## src/rtl/vga_pkg.sv

```systemverilog
// Shared types and constants for the VGA layer engine: rectangle config record,
// the fixed 16-entry 4:4:4 palette and default 640x480@60 timing.
package vga_pkg;

    localparam int RECT_COORD_W = 16;

    typedef struct packed {
        logic                    en;
        logic [RECT_COORD_W-1:0] x_start;
        logic [RECT_COORD_W-1:0] x_end;
        logic [RECT_COORD_W-1:0] y_start;
        logic [RECT_COORD_W-1:0] y_end;
        logic [3:0]              color;
    } rect_cfg_t;

    localparam logic [11:0] PALETTE [16] = '{
        12'h000, 12'hF00, 12'h0F0, 12'h00F, 12'hFF0, 12'h0FF, 12'hF0F, 12'hFFF,
        12'h888, 12'h800, 12'h080, 12'h008, 12'h880, 12'h088, 12'h808, 12'h444
    };

    function automatic logic [11:0] palette_lookup(input logic [3:0] idx);
        return PALETTE[idx];
    endfunction

    localparam int VGA_H_SYNC   = 96;
    localparam int VGA_H_BACK   = 48;
    localparam int VGA_H_ACTIVE = 640;
    localparam int VGA_H_FRONT  = 16;
    localparam int VGA_V_SYNC   = 2;
    localparam int VGA_V_BACK   = 33;
    localparam int VGA_V_ACTIVE = 480;
    localparam int VGA_V_FRONT  = 10;

endpackage

```

## src/rtl/vga_timing.sv

```systemverilog
// Pixel clock-enable divider, raster counters and the combinational decode of
// sync, active area, active-area coordinates and the last-pixel-of-frame strobe.
module vga_timing #(
    parameter int CLK_DIV  = 2,
    parameter int H_SYNC   = 96,
    parameter int H_BACK   = 48,
    parameter int H_ACTIVE = 640,
    parameter int H_FRONT  = 16,
    parameter int V_SYNC   = 2,
    parameter int V_BACK   = 33,
    parameter int V_ACTIVE = 480,
    parameter int V_FRONT  = 10,
    parameter int COORD_W  = 10
) (
    input  logic               sys_clk,
    input  logic               rst_n,
    output logic               pix_ce,
    output logic               h_sync_on,
    output logic               v_sync_on,
    output logic               active,
    output logic [COORD_W-1:0] x,
    output logic [COORD_W-1:0] y,
    output logic               frame_end
);

    localparam int H_TOTAL = H_SYNC + H_BACK + H_ACTIVE + H_FRONT;
    localparam int V_TOTAL = V_SYNC + V_BACK + V_ACTIVE + V_FRONT;
    localparam int H_BEG   = H_SYNC + H_BACK;
    localparam int H_END   = H_BEG + H_ACTIVE;
    localparam int V_BEG   = V_SYNC + V_BACK;
    localparam int V_END   = V_BEG + V_ACTIVE;
    localparam int H_W     = $clog2(H_TOTAL + 1);
    localparam int V_W     = $clog2(V_TOTAL + 1);
    localparam int DIV_W   = (CLK_DIV > 1) ? $clog2(CLK_DIV) : 1;

    logic [DIV_W-1:0] div_cnt;
    logic [H_W-1:0]   h_cnt;
    logic [V_W-1:0]   v_cnt;
    logic             h_last;
    logic             v_last;
    logic             h_act;
    logic             v_act;

    // With CLK_DIV = 1 the counter never leaves 0, so pix_ce is held high.
    assign pix_ce = (div_cnt == DIV_W'(CLK_DIV - 1));

    always_ff @(posedge sys_clk or posedge rst_n) begin
        if (rst_n) begin
            div_cnt <= '0;
        end else if (pix_ce) begin
            div_cnt <= '0;
        end else begin
            div_cnt <= div_cnt + DIV_W'(1);
        end
    end

    assign h_last = (h_cnt == H_W'(H_TOTAL - 1));
    assign v_last = (v_cnt == V_W'(V_TOTAL - 1));

    always_ff @(posedge sys_clk or posedge rst_n) begin
        if (rst_n) begin
            h_cnt <= '0;
            v_cnt <= '0;
        end else if (pix_ce) begin
            if (h_last) begin
                h_cnt <= '0;
                v_cnt <= v_last ? '0 : v_cnt + V_W'(1);
            end else begin
                h_cnt <= h_cnt + H_W'(1);
            end
        end
    end

    assign h_sync_on = (h_cnt < H_W'(H_SYNC));
    assign v_sync_on = (v_cnt < V_W'(V_SYNC));
    assign h_act     = (h_cnt >= H_W'(H_BEG)) && (h_cnt < H_W'(H_END));
    assign v_act     = (v_cnt >= V_W'(V_BEG)) && (v_cnt < V_W'(V_END));
    assign active    = h_act && v_act;
    assign x         = active ? COORD_W'(h_cnt - H_W'(H_BEG)) : '0;
    assign y         = active ? COORD_W'(v_cnt - V_W'(V_BEG)) : '0;
    assign frame_end = pix_ce && h_last && v_last;

endmodule

```

## src/rtl/vga_layer_engine.sv

```systemverilog
// VGA raster generator compositing N_RECT filled rectangles over a background;
// rectangle configs are double-buffered and swapped at the frame boundary.
module vga_layer_engine
    import vga_pkg::*;
#(
    parameter int CLK_DIV  = 2,
    parameter int H_SYNC   = VGA_H_SYNC,
    parameter int H_BACK   = VGA_H_BACK,
    parameter int H_ACTIVE = VGA_H_ACTIVE,
    parameter int H_FRONT  = VGA_H_FRONT,
    parameter int V_SYNC   = VGA_V_SYNC,
    parameter int V_BACK   = VGA_V_BACK,
    parameter int V_ACTIVE = VGA_V_ACTIVE,
    parameter int V_FRONT  = VGA_V_FRONT,
    parameter int SYNC_POL = 0,
    parameter int N_RECT   = 4,
    parameter int COORD_W  = 10
) (
    input  logic               sys_clk,
    input  logic               rst_n,
    input  logic               cfg_wr,
    input  logic [3:0]         cfg_idx,
    input  logic               cfg_en,
    input  logic [COORD_W-1:0] cfg_x_start,
    input  logic [COORD_W-1:0] cfg_x_end,
    input  logic [COORD_W-1:0] cfg_y_start,
    input  logic [COORD_W-1:0] cfg_y_end,
    input  logic [3:0]         cfg_color,
    input  logic [11:0]        bg_rgb,
    output logic               hsync,
    output logic               vsync,
    output logic               de,
    output logic [11:0]        rgb,
    output logic [COORD_W-1:0] pix_x,
    output logic [COORD_W-1:0] pix_y,
    output logic               frame_start
);

    localparam logic SYNC_ON = 1'(SYNC_POL);

    logic               pix_ce;
    logic               t_hs;
    logic               t_vs;
    logic               t_act;
    logic [COORD_W-1:0] t_x;
    logic [COORD_W-1:0] t_y;
    logic               frame_end;

    vga_timing #(
        .CLK_DIV  (CLK_DIV),
        .H_SYNC   (H_SYNC),
        .H_BACK   (H_BACK),
        .H_ACTIVE (H_ACTIVE),
        .H_FRONT  (H_FRONT),
        .V_SYNC   (V_SYNC),
        .V_BACK   (V_BACK),
        .V_ACTIVE (V_ACTIVE),
        .V_FRONT  (V_FRONT),
        .COORD_W  (COORD_W)
    ) u_timing (
        .sys_clk   (sys_clk),
        .rst_n     (rst_n),
        .pix_ce    (pix_ce),
        .h_sync_on (t_hs),
        .v_sync_on (t_vs),
        .active    (t_act),
        .x         (t_x),
        .y         (t_y),
        .frame_end (frame_end)
    );

    rect_cfg_t pending [N_RECT];
    rect_cfg_t shadow  [N_RECT];
    rect_cfg_t new_cfg;

    always_comb begin
        new_cfg         = '0;
        new_cfg.en      = cfg_en;
        new_cfg.x_start = RECT_COORD_W'(cfg_x_start);
        new_cfg.x_end   = RECT_COORD_W'(cfg_x_end);
        new_cfg.y_start = RECT_COORD_W'(cfg_y_start);
        new_cfg.y_end   = RECT_COORD_W'(cfg_y_end);
        new_cfg.color   = cfg_color;
    end

    // Shadow copies the pre-write pending value, so a write landing on the
    // commit edge is held back until the following frame.
    always_ff @(posedge sys_clk or posedge rst_n) begin
        if (rst_n) begin
            for (int i = 0; i < N_RECT; i++) begin
                pending[i] <= '0;
                shadow[i]  <= '0;
            end
            frame_start <= 1'b0;
        end else begin
            frame_start <= frame_end;
            if (frame_end) begin
                for (int i = 0; i < N_RECT; i++) shadow[i] <= pending[i];
            end
            if (cfg_wr) begin
                for (int i = 0; i < N_RECT; i++) begin
                    if (cfg_idx == 4'(i)) pending[i] <= new_cfg;
                end
            end
        end
    end

    logic               s1_hs;
    logic               s1_vs;
    logic               s1_act;
    logic [COORD_W-1:0] s1_x;
    logic [COORD_W-1:0] s1_y;

    always_ff @(posedge sys_clk or posedge rst_n) begin
        if (rst_n) begin
            s1_hs  <= 1'b0;
            s1_vs  <= 1'b0;
            s1_act <= 1'b0;
            s1_x   <= '0;
            s1_y   <= '0;
        end else if (pix_ce) begin
            s1_hs  <= t_hs;
            s1_vs  <= t_vs;
            s1_act <= t_act;
            s1_x   <= t_x;
            s1_y   <= t_y;
        end
    end

    // Inverted ranges need no special case: start <= p <= end can never hold.
    function automatic logic layer_hit(input rect_cfg_t c,
                                       input logic [RECT_COORD_W-1:0] px,
                                       input logic [RECT_COORD_W-1:0] py);
        return c.en && (c.x_start <= px) && (px <= c.x_end)
                    && (c.y_start <= py) && (py <= c.y_end);
    endfunction

    logic [11:0] mix_rgb;

    always_comb begin
        mix_rgb = bg_rgb;
        for (int i = N_RECT - 1; i >= 0; i--) begin
            if (layer_hit(shadow[i], RECT_COORD_W'(s1_x), RECT_COORD_W'(s1_y)))
                mix_rgb = palette_lookup(shadow[i].color);
        end
    end

    always_ff @(posedge sys_clk or posedge rst_n) begin
        if (rst_n) begin
            hsync <= ~SYNC_ON;
            vsync <= ~SYNC_ON;
            de    <= 1'b0;
            rgb   <= '0;
            pix_x <= '0;
            pix_y <= '0;
        end else if (pix_ce) begin
            hsync <= s1_hs ? SYNC_ON : ~SYNC_ON;
            vsync <= s1_vs ? SYNC_ON : ~SYNC_ON;
            de    <= s1_act;
            rgb   <= s1_act ? mix_rgb : 12'h000;
            pix_x <= s1_x;
            pix_y <= s1_y;
        end
    end

endmodule

```

## config.mk

```make
export PLATFORM = sky130hd
export DESIGN_NAME = vga_layer_engine
export DESIGN_NICKNAME = d
export VERILOG_FILES = /design/src/rtl/vga_pkg.sv /design/src/rtl/vga_timing.sv /design/src/rtl/vga_layer_engine.sv
export SDC_FILE = /design/constraint.sdc
export NUM_CORES = 1
export LEC_CHECK = 0
export CAP_MARGIN = 40
export CORE_ASPECT_RATIO = 1.75
export CORE_MARGIN = 2
export CORE_UTILIZATION = 40
export DETAILED_ROUTE_END_ITERATION = 10
export GPL_ROUTABILITY_DRIVEN = 0
export MAX_ROUTING_LAYER = met4
export PLACE_DENSITY_LB_ADDON = 0.08
export SLEW_MARGIN = 20
export SYNTH_ARGS = -nofsm -noshare
export SYNTH_HDL_FRONTEND = slang
export SYNTH_SLANG_ARGS = --single-unit
```

## constraint.sdc

```tcl
create_clock -name sys_clk -period 15.6 [get_ports sys_clk]
set_input_delay 2.34 -clock sys_clk [delete_from_list [all_inputs] [get_ports sys_clk]]
set_output_delay 2.34 -clock sys_clk [all_outputs]
set_load 0.01 [all_outputs]
```

==> impl_metrics.tcl, run 1 <==
set metrics [dict create \
    r2r-end "rgb[3]" \
    syn_area_sq_mm 0.02198 \
    relSlewSlack 0.2523 \
    rows 113 \
    rsz0062_at_grt "false" \
    insertedDiodeCount 0 \
    die_area_sq_mm 0.05692 \
    worst_hold_path.num_cells 1 \
    start_kind "input pin" \
    max-vdd-ir-drop_v 0.00007899 \
    htree_num_levels 2 \
    firstDrtPassIters 5 \
    power_mw 2.534 \
    clock_latency_ns 0.56 \
    drt-wirelength-per-cell_um 20.47 \
    power_density_mw_per_mm2 100.3 \
    ys_ff_latch 440 \
    dpl-instance-area_sq_mm 0.02372 \
    status "completed" \
    crit_required_ns 16.26 \
    clock.fmax_mhz 227.9 \
    grt_pass1_wl_um 87910 \
    sw_frac_of_total 0.2221 \
    syn2layout_area_growth_pct 14.91 \
    worstMarginPinSlew_ns 1.122 \
    worst_slack_ns 11.21 \
    clk_path_buf_depth 3 \
    synth.distinct_cells 74 \
    regToRegSetupSlack_ns 11.28 \
    internal_power_mw 1.971 \
    setup_tns_ns 0 \
    antenna_left 0 \
    async_reset_ff_frac 1.000 \
    p_clk_frac 0.422 \
    port_buffers 99 \
    crit_type "input pin to async pin" \
    wl_um 55360 \
    nets 2239 \
    yosysSeqAreaShare 0.5010 \
    min_to "hsync" \
    pin_count 100 \
    postCtsResizedCells 0 \
    synth-main-ff-cell "dfrtp_1" \
    syn_nets 2141 \
    slew_violations 0 \
    utilization 0.4652 \
    syn_area_per_cell_sq_um 11.65 \
    clock_sinks 440 \
    grt_pass1_vias 15290 \
    grt_max_degree 127 \
    dp_cells 2624 \
    min_period_over_period 0.2813 \
    p_seq_frac 0.513 \
    cts_setup_buffers 0 \
    post-synth-top-area-fraction 0.4986 \
    post_drt_via_cell_ratio 5.363 \
    synth_top_cell_by_area "dfrtp_1" \
    hold_buffers 0 \
    period_minus_slack_ns 4.388 \
    final_cells 2705 \
    die_width_um 181.2 \
    root_buffer "clkbuf_16" \
    drc 0 \
    power_frac_comb 0.065 \
    hpwl_um 39870 \
    clk_pin_slew_worst_paths_ns 0.06 \
    grt_remaining_overflow 0 \
    tritoncts "done" \
    cap_viol_max_count 0 \
    netlist_instances 1886 \
    first_iter_violations 695 \
    setup_violations 0 \
    endpoint_kind "async pin" \
    antenna_found_initial 0 \
    grtUsageTotal 0.2045 \
    hp-class "register to register" \
    synth_top_cells_by_area "dfrtp_1, mux2_2, ha_1" \
    start_util 0.4049 \
    clock_skew_ns 0.01396 \
    numCtsBuffers 43 \
    final_area_sq_mm 0.02526 \
    vias 14510 \
    whs_ns 0.4347 \
    die_y_um 314.1 \
    synth_edf_count 0 \
    crit_arrival_ns 5.05 \
    worstHoldStart "s1_hs" \
    p_switching_mw 0.5628 \
    place_worst_setup_slack_ns 9.896 \
    p_leak_nw 11.54 \
    crit_fanout 62 \
    ff2ff_path_depth 10 \
    yosysWarnings 0 \
    layout-drive-gt1-share 0.2104 \
    core-area_sq_mm 0.05429 \
    hold_viol_final 0 \
    regToRegStartpoint "s1_x[5]" \
]
-- metal layers --
metal	track usage	vias up	part of all wire
met5	-	-	0
met4	0.06763	0	0.033
met3	0.01886	92	0.021
met2	0.3834	189	0.54
met1	0.2264	7316	0.40
li1	-	6909	-
-- state kept, by name (all words and copies together), names as in the netlist --
signal and cells:
s1_vs 1, s1_hs 1, vsync 1, pix_x 10
s1_y 10, u_timing.h_cnt 10, shadow 180, s1_act 1
pending 180, frame_start 1, hsync 1, pix_y 10
s1_x 10, de 1, u_timing.pix_ce 1, rgb 12
u_timing.v_cnt 10
-- area by class of cell --
type                            instances  area [sq um]
Clock inverter                         12         145.1
Timing Repair Buffer                  129          1394
Tap cell                              690         863.3
Fill cell                            5098         29030
Clock buffer                           64          1287
Multi-Input combinational cell       1224          9998
Sequential cell                       440         11010
Inverter                              146         555.5
-- cells in the mapped netlist, types with 4 or more instances --
cell type	number
a31oi_1	6
o21ai_0	128
a211o_1	6
o2111ai_1	15
a21oi_1	45
a22o_1	4
nand3_1	29
nand4_1	34
clkbuf_1	49
nor2_1	55
ha_1	191
inv_1	146
and2_1	5
nand2b_1	10
xnor2_1	18
nand2_1	162
nor2b_1	18
o211ai_1	15
xor2_1	5
o21a_1	7
a211oi_1	23
mux2_2	295
mux2i_1	6
nor3_1	18
a21o_1	15
o31ai_1	4
o22ai_1	23
dfrtp_1	438
and3_1	6
buf_6	18
o21ai_1	18
-- power groups by stage --
stage / Combinational [mW] / Clock (mW) / Sequential [mW]
finish: 0.164 / 1.07 / 1.30
CTS: 0.166 / 1.10 / 1.30
global route: 0.181 / 1.15 / 1.31
detailed placement: 0.166 / 0 / 1.32
global placement: 0.157 / 0 / 1.32
floorplan: 0.118 / 0 / 1.31
-- cells by family (layout without fill, tap and decap cells) --
family,after synthesis,after routing,share of synthesized area
flip-flops,440,440,0.5010
multiplexers,304,304,0.1569
buffers and inverters,222,351,0.04514
AO/OA/AOI/OAI,353,353,0.1037
adder cells (fa/ha/maj),191,191,0.1087
AND/OR/NAND/NOR,353,353,0.07537
XOR/XNOR,23,23,0.009164
-- worst max-delay path: stages --
cell and delay (ns):
clkdlybuf4s50_1 0.49, inv_8 0.35, buf_4 0.68, buf_4 0.50
buf_4 0.29, buf_16 0.26
-- cells in the final DEF, fill, tap and decap left out, drive strengths merged, types with 6 or more instances in the layout --
cell type	count
a2111oi	6
a211o	6
a211oi	25
a21o	15
a21oi	48
a31oi	6
and3	6
buf	29
clkbuf	65
clkdlybuf4s50	99
dfrtp	438
ha	191
inv	146
mux2	295
mux2i	6
nand2	163
nand2b	10
nand3	29
nand4	34
nor2	55
nor2b	18
nor3	20
o2111ai	15
o211ai	15
o21a	8
o21ai	146
o22ai	23
xnor2	18
-- how the worst max path moves through the flow --
stage / from / to / slack, ns / cells after the start
after global placement: rst_n / pending[55] / 9.55 / 5
after detailed placement: rst_n / pending[55] / 9.90 / 5
after global routing: rst_n / hsync / 10.89 / 6
final: rst_n / hsync / 11.21 / 6
after floorplan: rst_n / de / 1.00 / 1
after CTS: rst_n / pix_x[5] / 10.49 / 5
Power figures use the tool's default switching activity.
==> inputs of run 2 (changes only) <==
==> constraint.sdc (replaced) <==
create_clock -name sys_clk -period 3.6 [get_ports sys_clk]
set_input_delay 0.54 -clock sys_clk [delete_from_list [all_inputs] [get_ports sys_clk]]
set_output_delay 0.54 -clock sys_clk [all_outputs]
set_load 0.01 [all_outputs]
==> run 2 against run 1 <==
Via count up 1.2%. Setup slack lost 11 ns. Non-clock buffer count is 11 higher. Worst hold slack lost 0.040 ns. Global-route usage rose by 0.39 points. Count of clock-buffer cells in the layout fell by 4. Clock power rose to 4.4 times the previous value. Sequential share of layout area fell by 0.22 points. Sequential power increased to 4.3 times the previous value. First-iteration DRC count shrank 2.2%. Critical endpoint is now rgb[9].
==> impl_metrics.tcl, run 2 (synthesis results as in run 1) <==
set metrics [dict create \
    crit_fanout 6 \
    hold_viol_final 0 \
    nets 2250 \
    final_cells 2719 \
    final_common_cell "dfrtp_1" \
    slowest_delay_ns 0.51 \
    htree_num_levels 2 \
    rows 113 \
    tritoncts "done" \
    setup_violations 0 \
    hold_buffers 0 \
    drt-wirelength-per-cell_um 20.80 \
    start_util 0.4049 \
    insertedDiodeCount 0 \
    worst_path_max_delay_cell "or4_1" \
    slew_violations 0 \
    grt_pass1_vias 15340 \
    ff2ff_path_depth 9 \
    critPathLaunch "s1_y[5]" \
    pin_count 100 \
    clock_skew_ns 0.01908 \
    p_leak_nw 11.62 \
    core-area_sq_mm 0.05429 \
    grt_max_degree 101 \
    start_kind "register" \
    place_worst_setup_slack_ns 0.005859 \
    clk_pin_slew_worst_paths_ns 0.07 \
    post_drt_via_cell_ratio 5.400 \
    wl_um 56560 \
    worst_slack_ns 0.2418 \
    hpwl_um 40790 \
    crit_required_ns 4.01 \
    clock.fmax_mhz 297.8 \
    grtUsageTotal 0.2084 \
    max-vdd-ir-drop_v 0.0003286 \
    busiest_layer "met2" \
    endpoint_kind "register" \
    met2_usage 0.3851 \
    dp_cells 2635 \
    grt_pass1_wl_um 89710 \
    power_density_mw_per_mm2 437.1 \
    numCtsBuffers 43 \
    hp-class "input pin to async pin" \
    root_buffer "clkbuf_16" \
    cap_viol_max_count 0 \
    die_y_um 314.1 \
    regToRegStartpoint "s1_y[5]" \
    status "completed" \
    crit_type "register to register" \
    met3_usage 0.02001 \
    reg_top3 "pending: 180 flops, shadow: 180 flops, rgb: 12 flops" \
    relSlewSlack 0.5607 \
    firstDrtPassIters 5 \
    die_area_sq_mm 0.05692 \
    syn2layout_area_growth_pct 15.49 \
    regToRegSetupSlack_ns 0.24 \
    min_period_over_period 0.9328 \
    fillCellCount 5131 \
    antenna_left 0 \
    layout-drive-gt1-share 0.2198 \
    worstMarginPinSlew_ns 0.6569 \
    die_width_um 181.2 \
    rsz0062_at_grt "false" \
    clock_sinks 440 \
    grt_remaining_overflow 0 \
    crit_chain "inv_1, ha_1, or4_1, a211oi_2, buf_4, a2bb2oi_2, o211a_1, mux2i_1, nand3_1" \
    period_minus_slack_ns 3.358 \
    first_iter_violations 680 \
    vias 14680 \
    clock_latency_ns 0.56 \
    mostFrequentLayoutCells "dfrtp_1, mux2_2, ha_1" \
    r2r-end "rgb[9]" \
    drc 0 \
    grt.met1_usage 0.2377 \
    port_buffers 99 \
    antenna_found_initial 0 \
    clk_path_buf_depth 3 \
    crit_arrival_ns 3.77 \
]
-- run 2: changes by cell type in the layout (fill, tap and decap cells not counted), sizes merged --
cell,delta
clkinv,+3
buf,+12
clkbuf,-5
clkinvlp,+2
inv,+2
-- run 2: final cells by class --
| type | instances | area, sq um | share of cell area |
|---|---|---|---|
| Multi-Input combinational cell | 1224 | 10000 | 0.3941 |
| Clock buffer | 60 | 1303 | 0.05131 |
| Inverter | 146 | 551.8 | 0.02174 |
| Clock inverter | 19 | 193.9 | 0.007640 |
| Sequential cell | 440 | 11010 | 0.4339 |
| Timing Repair Buffer | 140 | 1456 | 0.05737 |
| Tap cell | 690 | 863.3 | 0.03401 |
-- run 2: worst max path at each step --
stage	end	slack [ns]	cells after the start
2_1_floorplan	de	-2.88	1
3_3_place_gp	rgb[9]	0.06	9
3_5_place_dp	rgb[9]	0.006	9
4_1_cts	rgb[3]	0.18	10
5_1_grt	rgb[5]	0.15	9
6_report	rgb[9]	0.24	9
-- run 2: routing by layer --
metal | vias to the layer above | routed length (um)
li1 | 6947 | -
met1 | 7458 | 22970
met2 | 194 | 30760
met3 | 84 | 1236
met4 | 0 | 1597
met5 | - | 0
-- run 2: critical path: cells and delay by family, from the launching register on --
| kind | cells | cell delay (ns) |
|---|---|---|
| flops | 1 | 0.48 |
| mux | 1 | 0.39 |
| compound gates | 3 | 1.07 |
| simple gates | 2 | 0.63 |
| fa+ha+maj | 1 | 0.23 |
| buf+inv | 2 | 0.39 |
-- run 2: power breakdown --
part	internal, mW	total [mW]	switching (mW)
registers	5.41	5.64	0.222
clock network	2.76	4.76	2.00
logic	0.434	0.704	0.270
total	8.60	11.1	2.49
-- run 2: metrics by stage --
stage          hold WS (ns)  area (sq um)  total power, mW    util   TNS, ns
3_5_place_dp         0.4286         23850            6.453  0.4392         0
2_1_floorplan        0.4016         21980            6.175       -  -1265.50
6_report             0.3951         25390            11.10  0.4676         0
3_3_place_gp         0.4199         23820            6.405  0.4387         0
4_1_cts              0.3851         25350            11.26  0.4669         0
5_1_grt              0.4094         25390            11.56  0.4676         0
-- run 2: timing repair --
item / CTS / global route
pin swaps: 0 / 1
endpoints found under the hold margin: 0 / 0
setup endpoints to repair: 2 / 2
resized for setup: 1 / 0
setup buffers: 0 / 4
